## config.mk

```make
export PLATFORM = sky130hd
export DESIGN_NAME = universal_shift_reg
export DESIGN_NICKNAME = d
export VERILOG_FILES = /design/src/rtl/usr_pkg.sv /design/src/rtl/usr_step.sv /design/src/rtl/universal_shift_reg.sv
export SDC_FILE = /design/constraint.sdc
export NUM_CORES = 1
export LEC_CHECK = 0
export ABC_AREA = 1
export BUFFER_PORTS_ARGS = -buffer_cell sky130_fd_sc_hd__buf_2
export CAP_MARGIN = 10
export CORE_MARGIN = 2
export CORE_UTILIZATION = 25
export CTS_CLUSTER_DIAMETER = 150
export CTS_CLUSTER_SIZE = 30
export DETAILED_ROUTE_END_ITERATION = 8
export PLACE_DENSITY = 0.44
export SETUP_SLACK_MARGIN = 0.3
export SLEW_MARGIN = 40
export SYNTH_ARGS = -nofsm -noshare
export SYNTH_HDL_FRONTEND = slang
export SYNTH_SLANG_ARGS = --single-unit
```

## constraint.sdc

```tcl
create_clock -name clk -period 2.7 [get_ports clk]
set_input_delay 0.27 -clock clk [delete_from_list [all_inputs] [get_ports clk]]
set_output_delay 0.27 -clock clk [all_outputs]
set_load 0.02 [all_outputs]
```

## src/rtl/usr_pkg.sv

```systemverilog
// Shared op codes, FSM state encoding and op classification for the universal shift register.
package usr_pkg;

  localparam logic [2:0] OP_HOLD = 3'd0;
  localparam logic [2:0] OP_LOAD = 3'd1;
  localparam logic [2:0] OP_SHL  = 3'd2;
  localparam logic [2:0] OP_SHR  = 3'd3;
  localparam logic [2:0] OP_ROL  = 3'd4;
  localparam logic [2:0] OP_ROR  = 3'd5;
  localparam logic [2:0] OP_ASR  = 3'd6;
  localparam logic [2:0] OP_CLR  = 3'd7;

  typedef enum logic {
    ST_IDLE = 1'b0,
    ST_BUSY = 1'b1
  } state_e;

  // Only the shift/rotate family may be repeated as a multi-step operation.
  function automatic logic isShiftOp(input logic [2:0] op);
    return (op >= OP_SHL) && (op <= OP_ASR);
  endfunction

endpackage

```

## src/rtl/usr_step.sv

```systemverilog
// One step of the register: next contents for any op code, used for both idle ops and busy steps.
module usr_step
  import usr_pkg::*;
#(
  parameter int WIDTH = 8
) (
  input  logic [2:0]       op_i,
  input  logic [WIDTH-1:0] q_i,
  input  logic [WIDTH-1:0] d_i,
  input  logic             sinL_i,
  input  logic             sinR_i,
  output logic [WIDTH-1:0] q_o
);

  always_comb begin
    q_o = q_i;
    case (op_i)
      OP_LOAD: q_o = d_i;
      OP_SHL:  q_o = {q_i[WIDTH-2:0], sinR_i};
      OP_SHR:  q_o = {sinL_i, q_i[WIDTH-1:1]};
      OP_ROL:  q_o = {q_i[WIDTH-2:0], q_i[WIDTH-1]};
      OP_ROR:  q_o = {q_i[0], q_i[WIDTH-1:1]};
      OP_ASR:  q_o = {q_i[WIDTH-1], q_i[WIDTH-1:1]};
      OP_CLR:  q_o = '0;
      default: q_o = q_i;
    endcase
  end

endmodule

```

## src/rtl/universal_shift_reg.sv

```systemverilog
// Universal shift register: single-cycle ops when idle, plus multi-step shift/rotate with busy/done.
module universal_shift_reg
  import usr_pkg::*;
#(
  parameter int              WIDTH   = 8,
  parameter logic [WIDTH-1:0] RST_VAL = '0,
  parameter int              AMT_W   = $clog2(WIDTH + 1)
) (
  input  logic             clk,
  input  logic             rst_n,
  input  logic             en,
  input  logic [2:0]       op,
  input  logic             start,
  input  logic [AMT_W-1:0] amt,
  input  logic [WIDTH-1:0] d,
  input  logic             sin_l,
  input  logic             sin_r,
  output logic [WIDTH-1:0] q,
  output logic             sout_l,
  output logic             sout_r,
  output logic             busy,
  output logic             done
);

  state_e           state_q;
  logic [AMT_W-1:0] cnt_q;
  logic [AMT_W-1:0] cnt_d;
  logic [2:0]       opLat_q;
  logic [2:0]       stepOp;
  logic [WIDTH-1:0] data_q;
  logic [WIDTH-1:0] data_d;
  logic             busy_q;
  logic             done_q;

  // While busy the latched op drives the step logic, so op changes on the port are ignored.
  assign stepOp = (state_q == ST_BUSY) ? opLat_q : op;
  assign cnt_d  = (amt > AMT_W'(WIDTH)) ? AMT_W'(WIDTH) : amt;

  usr_step #(.WIDTH(WIDTH)) uStep (
    .op_i   (stepOp),
    .q_i    (data_q),
    .d_i    (d),
    .sinL_i (sin_l),
    .sinR_i (sin_r),
    .q_o    (data_d)
  );

  always_ff @(posedge clk or negedge rst_n) begin
    if (!rst_n) begin
      state_q <= ST_IDLE;
      data_q  <= RST_VAL;
      cnt_q   <= '0;
      opLat_q <= OP_HOLD;
      busy_q  <= 1'b0;
      done_q  <= 1'b0;
    end else begin
      done_q <= 1'b0;
      case (state_q)
        ST_IDLE: begin
          if (en) begin
            if (start && isShiftOp(op)) begin
              if (amt == '0) begin
                done_q <= 1'b1;
              end else begin
                state_q <= ST_BUSY;
                busy_q  <= 1'b1;
                cnt_q   <= cnt_d;
                opLat_q <= op;
              end
            end else begin
              data_q <= data_d;
            end
          end
        end
        ST_BUSY: begin
          if (en) begin
            data_q <= data_d;
            cnt_q  <= cnt_q - AMT_W'(1);
            if (cnt_q == AMT_W'(1)) begin
              state_q <= ST_IDLE;
              busy_q  <= 1'b0;
              done_q  <= 1'b1;
            end
          end
        end
        default: state_q <= ST_IDLE;
      endcase
    end
  end

  assign q      = data_q;
  assign sout_l = data_q[WIDTH-1];
  assign sout_r = data_q[0];
  assign busy   = busy_q;
  assign done   = done_q;

endmodule

```

======== Word level (Yosys, flattened, before mapping) ========
Index checks and enable logic that the tools add are counted.
operators by class
  add/sub/neg operators ................... 1
  order comparisons ....................... 3
  equality and inequality tests ........... 14
  mux-type cells .......................... 30
  bitwise logic cells ..................... 2
  reduce and logical (&&, ||, !) cells .... 7
operators with widths
  operator               count
  $pmux W8 S7            1
  $mux W8                3
  $mux W4                5
  $pmux W8 S2            1
  $mux W1                15
  $eq A3 B3 Y1 const B   4
  $ne A2 B2 Y1 const B   5
  $pmux W4 S2            1
  $reduce_and A4 Y1      2
  $eq A3 B2 Y1 const B   2
  $pmux W1 S2            3
  $reduce_and A5 Y1      1
  $eq A4 B1 Y1 const B   1
  $gt A4 B4 Y1 const B   1
  $logic_not A4 Y1       1
  $sub A4 B1 Y4 const B  1
  $eq A3 B1 Y1 const B   1
  $ge A3 B2 Y1 const B   1
  $le A3 B3 Y1 const B   1
  $mux W3                1
  $reduce_and A3 Y1      1
  $logic_and A1 B1 Y1    2
  $ne A2 B1 Y1 const B   1
  $not A1 Y1             2
word-level totals
  register bits after elaboration ......... 18
  input port bits ......................... 21
  output and inout bits ................... 12

======== Longest topological paths before layout ========
  word-level depth ........................ 6
  depth in mapped cells ................... 10

======== Modules after synthesis ========
Synthesis repeated with hierarchy kept, for this count alone.
unflattened totals
  cell total of the unflattened synthesis .. 244
  area, all modules ....................... 1570.3 sq um
modules (own cells, without submodules)
  module               times used  cells each  area each (sq um)
  universal_shift_reg  1           120         960.9
  usr_step             1           124         609.3

======== Least setup slack after synthesis ========
No wires, ideal clock.
  kind .................................... register to register
  from .................................... register state_q
  to ...................................... register data_q[6] (netlist: q[6])
  setup time .............................. 0.116 ns
  data arrival time ....................... 1.219 ns
  data required time ...................... 2.584 ns
  path slack .............................. 1.364 ns
  cell stages (with the launch flop) ...... 11
  cells stage by stage .................... dfrtp_1 > inv_2 > nand2_1 > nand2_2 > inv_1 > nand3_1 > nand3_2 > nand2_1 > nand2_1 > nand2_1 > nand2_1
on the way
  word-level cells in the longest chain between the ends .. 6
  elaborated cells on any way between the ends .. 18
RTL lines
  item                                  RTL line                   RTL
  start: declaration                    universal_shift_reg.sv:25  state_e state_q;
  start signal: assignment              universal_shift_reg.sv:50  state_q <= ST_IDLE;
  start signal: assignment              universal_shift_reg.sv:65  state_q <= ST_BUSY;
  start signal: assignment              universal_shift_reg.sv:80  state_q <= ST_IDLE;
  $mux W3                               universal_shift_reg.sv:36  assign stepOp = (state_q == ST_BUSY) ? opLat_q : op;
  $eq A3 B3 Y1 (tied with other cells)  usr_step.sv:17             case (op_i)
  $pmux W8 S7                           usr_step.sv:17
  $mux W8                               universal_shift_reg.sv:61  if (start && isShiftOp(op)) begin
  $mux W8                               universal_shift_reg.sv:60  if (en) begin
  $pmux W8 S2                           universal_shift_reg.sv:58  case (state_q)
  end signal: assignment                universal_shift_reg.sv:71  data_q <= data_d;
  end signal: assignment                universal_shift_reg.sv:77  data_q <= data_d;
  end: declaration                      universal_shift_reg.sv:30  logic [WIDTH-1:0] data_q;
Several ways; a longest one is shown, not always the timed one. The select of a mux whose other input is x is not followed.
A chain may end at the register's enable or synchronous reset.

======== Final worst setup path ========
Ends and elaborated chain as after synthesis.

==> results.txt <==
PD cells: 1320 nW/um^2
# setup viols final: 0
Comb pwr share: 63.1%
Crit Path Class: register to register
Mapped Nets: 205
syn avg cell area: 6.80 sq um
most frequent cell after synthesis: nand2_1
Max VDD drop: 0.000377 V
Rel. slew slack: 71.2%
CTS Sinks: 18
vias in the first global route: 1,100
latest clock arrival within the worst-skew pair: 260 ps
ANT cells: 0
Min-Delay Path Depth: 3
Routed Antenna Nets: 0
largest net degree at the start of global routing: 19
CP max FO: 17
CTS tree: built
Clock Skew: 2.26 ps
synth unique cells: 24
register area share after synthesis: 36.4%
Critical Path Stages: 10
Ys Warns: 0
CTS clk-pin slew, worst paths: 80 ps
status: finished clean
Synth Register Bits: 18
Tot GR Track Use: 12.2%
period utilisation layout: 61.4%
crit start category: register
DP Wirelength: 2340 microns
max-cap violations: 0
Reg power frac: 25.3%
crit end category: register
cell count after synthesis: 182
worst slew pin tran: 432 ps
DRT Pass-1 Iters: 4
Final Critical Period: 1660 ps
Yosys top cell by area: dfrtp_1
core area: 4750 sq um
Post CTS Setup Buffer Count: 0
I/O Pins: 33
crit-path leading delay family: simple AND/OR/NAND/NOR gates
Max Clock Freq: 0.603 GHz
crit path buf inv count: 2
P_sw: 0.00105 W
Hold Crit Class: primary input to register
Slowest cell on crit path: dfrtp_1
Worst Path Required: 2860 ps
H-tree levels: 1
Synth Flop Type: dfrtp_1
Power Total: 0.00200 W
Switching Share: 52.4%
vias: 1,183
CP Cell Sequence: inv_2, nand2_1, nand2_2, inv_1, nand3_1, nand3_2, nand2_1, nand2_1, nand2_1, nand2_1
die span in x: 74.4 microns
r2r setup slk: 1040 ps
Area Overhead vs Synth: 22.1%
Post-Route WL: 3020 microns
Placer Congestion: 0.769
CP max stage delay: 460 ps
internal power: 0.000953 W
CTS root buffer: clkbuf_8
CTS buffer count: 3
clock share of power: 11.5%
Die H: 74.4 microns
initial antenna violation count: 0
R2R cell count: 10
global-route wire length before repair: 5100 microns
unrepaired setup endpoints after global routing: no
Hold Violations, Final: 0
asr flop ratio synth: 100%
crit path DAT: 1810 ps
top cell type's share of synthesized area: 36.4%
NumNets Final: 239
most used cell, CP: nand2_1
Std-Cell Rows: 25
Commonest cells post-synth: 68 x nand2_1, 22 x nor2_1, 18 x dfrtp_1
post-DR vias/cell: 4.20
port bufs: 32
CTS Buffer Depth: 2
Die Area: 5530 sq um
initial drt markers: 48
number of synthesized flops with an enable pin: 0
Leak: 0.832 nW
GRT overflow: 0
Initial Util: 26.0%
layout cell share with drive strength beyond 1: 21.9%
Residual DRC: 0
Max Transition Viols Final: 0
Avg WL per Cell: 10.7 microns
Area contributors post-synth: dfrtp_1 36%, nand2_1 21%, nor2_1 6.7%
Synth Cell Area: 1240 sq um
setup TNS: 0 ps
-- layout make-up --
type                            count  area (sq um)
Sequential cell                    18           450
Inverter                           19          71.3
Multi-Input combinational cell    141           681
Tap cell                           67          83.8
Clock buffer                        4          55.1
Fill cell                         562          3240
Timing Repair Buffer               33           170
-- tightest hold or removal path, delay by kind of cell --
family	cells	cell delay, ps
buffers and inverters	1	100
AOI/OAI and AO/OA	1	60
and+or+nand+nor	1	50
-- final timing paths --
check	startpoint	to
min	op[0]	opLat_q[0]$_DFFE_PN0P_
min in group asynchronous	rst_n	q[2]$_DFFE_PN0P_
max	state_q$_DFF_PN0_	q[6]$_DFFE_PN0P_
max in group asynchronous	rst_n	cnt_q[1]$_DFFE_PN0P_
max reg2reg	state_q$_DFF_PN0_	q[6]$_DFFE_PN0P_
min reg2reg	cnt_q[3]$_DFFE_PN0P_	cnt_q[3]$_DFFE_PN0P_
-- state kept, by name (all words and copies together), names as in the netlist --
register	cells
state_q	1
cnt_q	4
opLat_q	3
done	1
busy	1
q	8
-- routing by layer --
layer / part of all wire [%] / vias up / track usage (%)
li1: - / 646 / -
met1: 51 / 515 / 17.3
met2: 45 / 18 / 18.4
met3: 3.1 / 4 / 2.44
met4: 1.3 / 0 / 4.37
met5: 0 / - / 0
-- repair_timing --
item,CTS,global route
gates resized for setup,0,0
endpoints found under the hold margin,18,0
hold buffers,1,0
-- power groups by stage --
stage	Sequential (W)	Combinational, W	Clock, W
2_1_floorplan	0.000564	0.000960	0
3_3_place_gp	0.000513	0.00129	0
3_5_place_dp	0.000515	0.00128	0
4_1_cts	0.000510	0.00129	0.000243
5_1_grt	0.000528	0.00147	0.000255
6_report	0.000508	0.00126	0.000231
-- cells by family after synthesis --
group                      count (synthesis)  share of synthesized area, %
and+or+nand+nor                          118                          43.8
buffers and inverters                     23                          8.59
AOI/OAI and AO/OA                         20                          8.49
DFF                                       18                          36.4
adders and majority gates                  2                          2.02
xor gates and xnor gates                   1                         0.708
-- layout by cell type, fill, tap and decap left out --
cell | netlist | final
o22ai_1 | 1 | 1
a21oi_1 | 6 | 6
nor3_1 | 1 | 1
o21ai_0 | 11 | 11
inv_2 | 2 | 2
xnor2_1 | 1 | 1
nand3_1 | 12 | 12
a31oi_1 | 1 | 1
nor2_1 | 22 | 22
nand2_4 | 3 | 3
nand3_2 | 1 | 1
nand3b_1 | 1 | 1
dlygate4sd3_1 | 0 | 1
nand2_2 | 3 | 3
inv_1 | 17 | 17
o211ai_1 | 1 | 1
clkbuf_8 | 0 | 4
nand3_4 | 1 | 1
nor2_8 | 1 | 1
dfrtp_1 | 18 | 18
nand4_1 | 5 | 5
nand2_1 | 68 | 68
buf_2 | 1 | 32
ha_1 | 2 | 2
-- per-stage QoR --
step	cells	instance area (sq um)	hold slack (ps)	setup slack, ps	util (%)
after detailed placement	277	1450	249	1040	30.4
after CTS	282	1510	247	1020	31.8
final	282	1510	254	1040	31.8
after floorplan	182	1240	-25.6	1360	-
after global routing	282	1510	260	755	31.8
after global placement	277	1450	257	1060	30.4
Power figures use the tool's default switching activity.
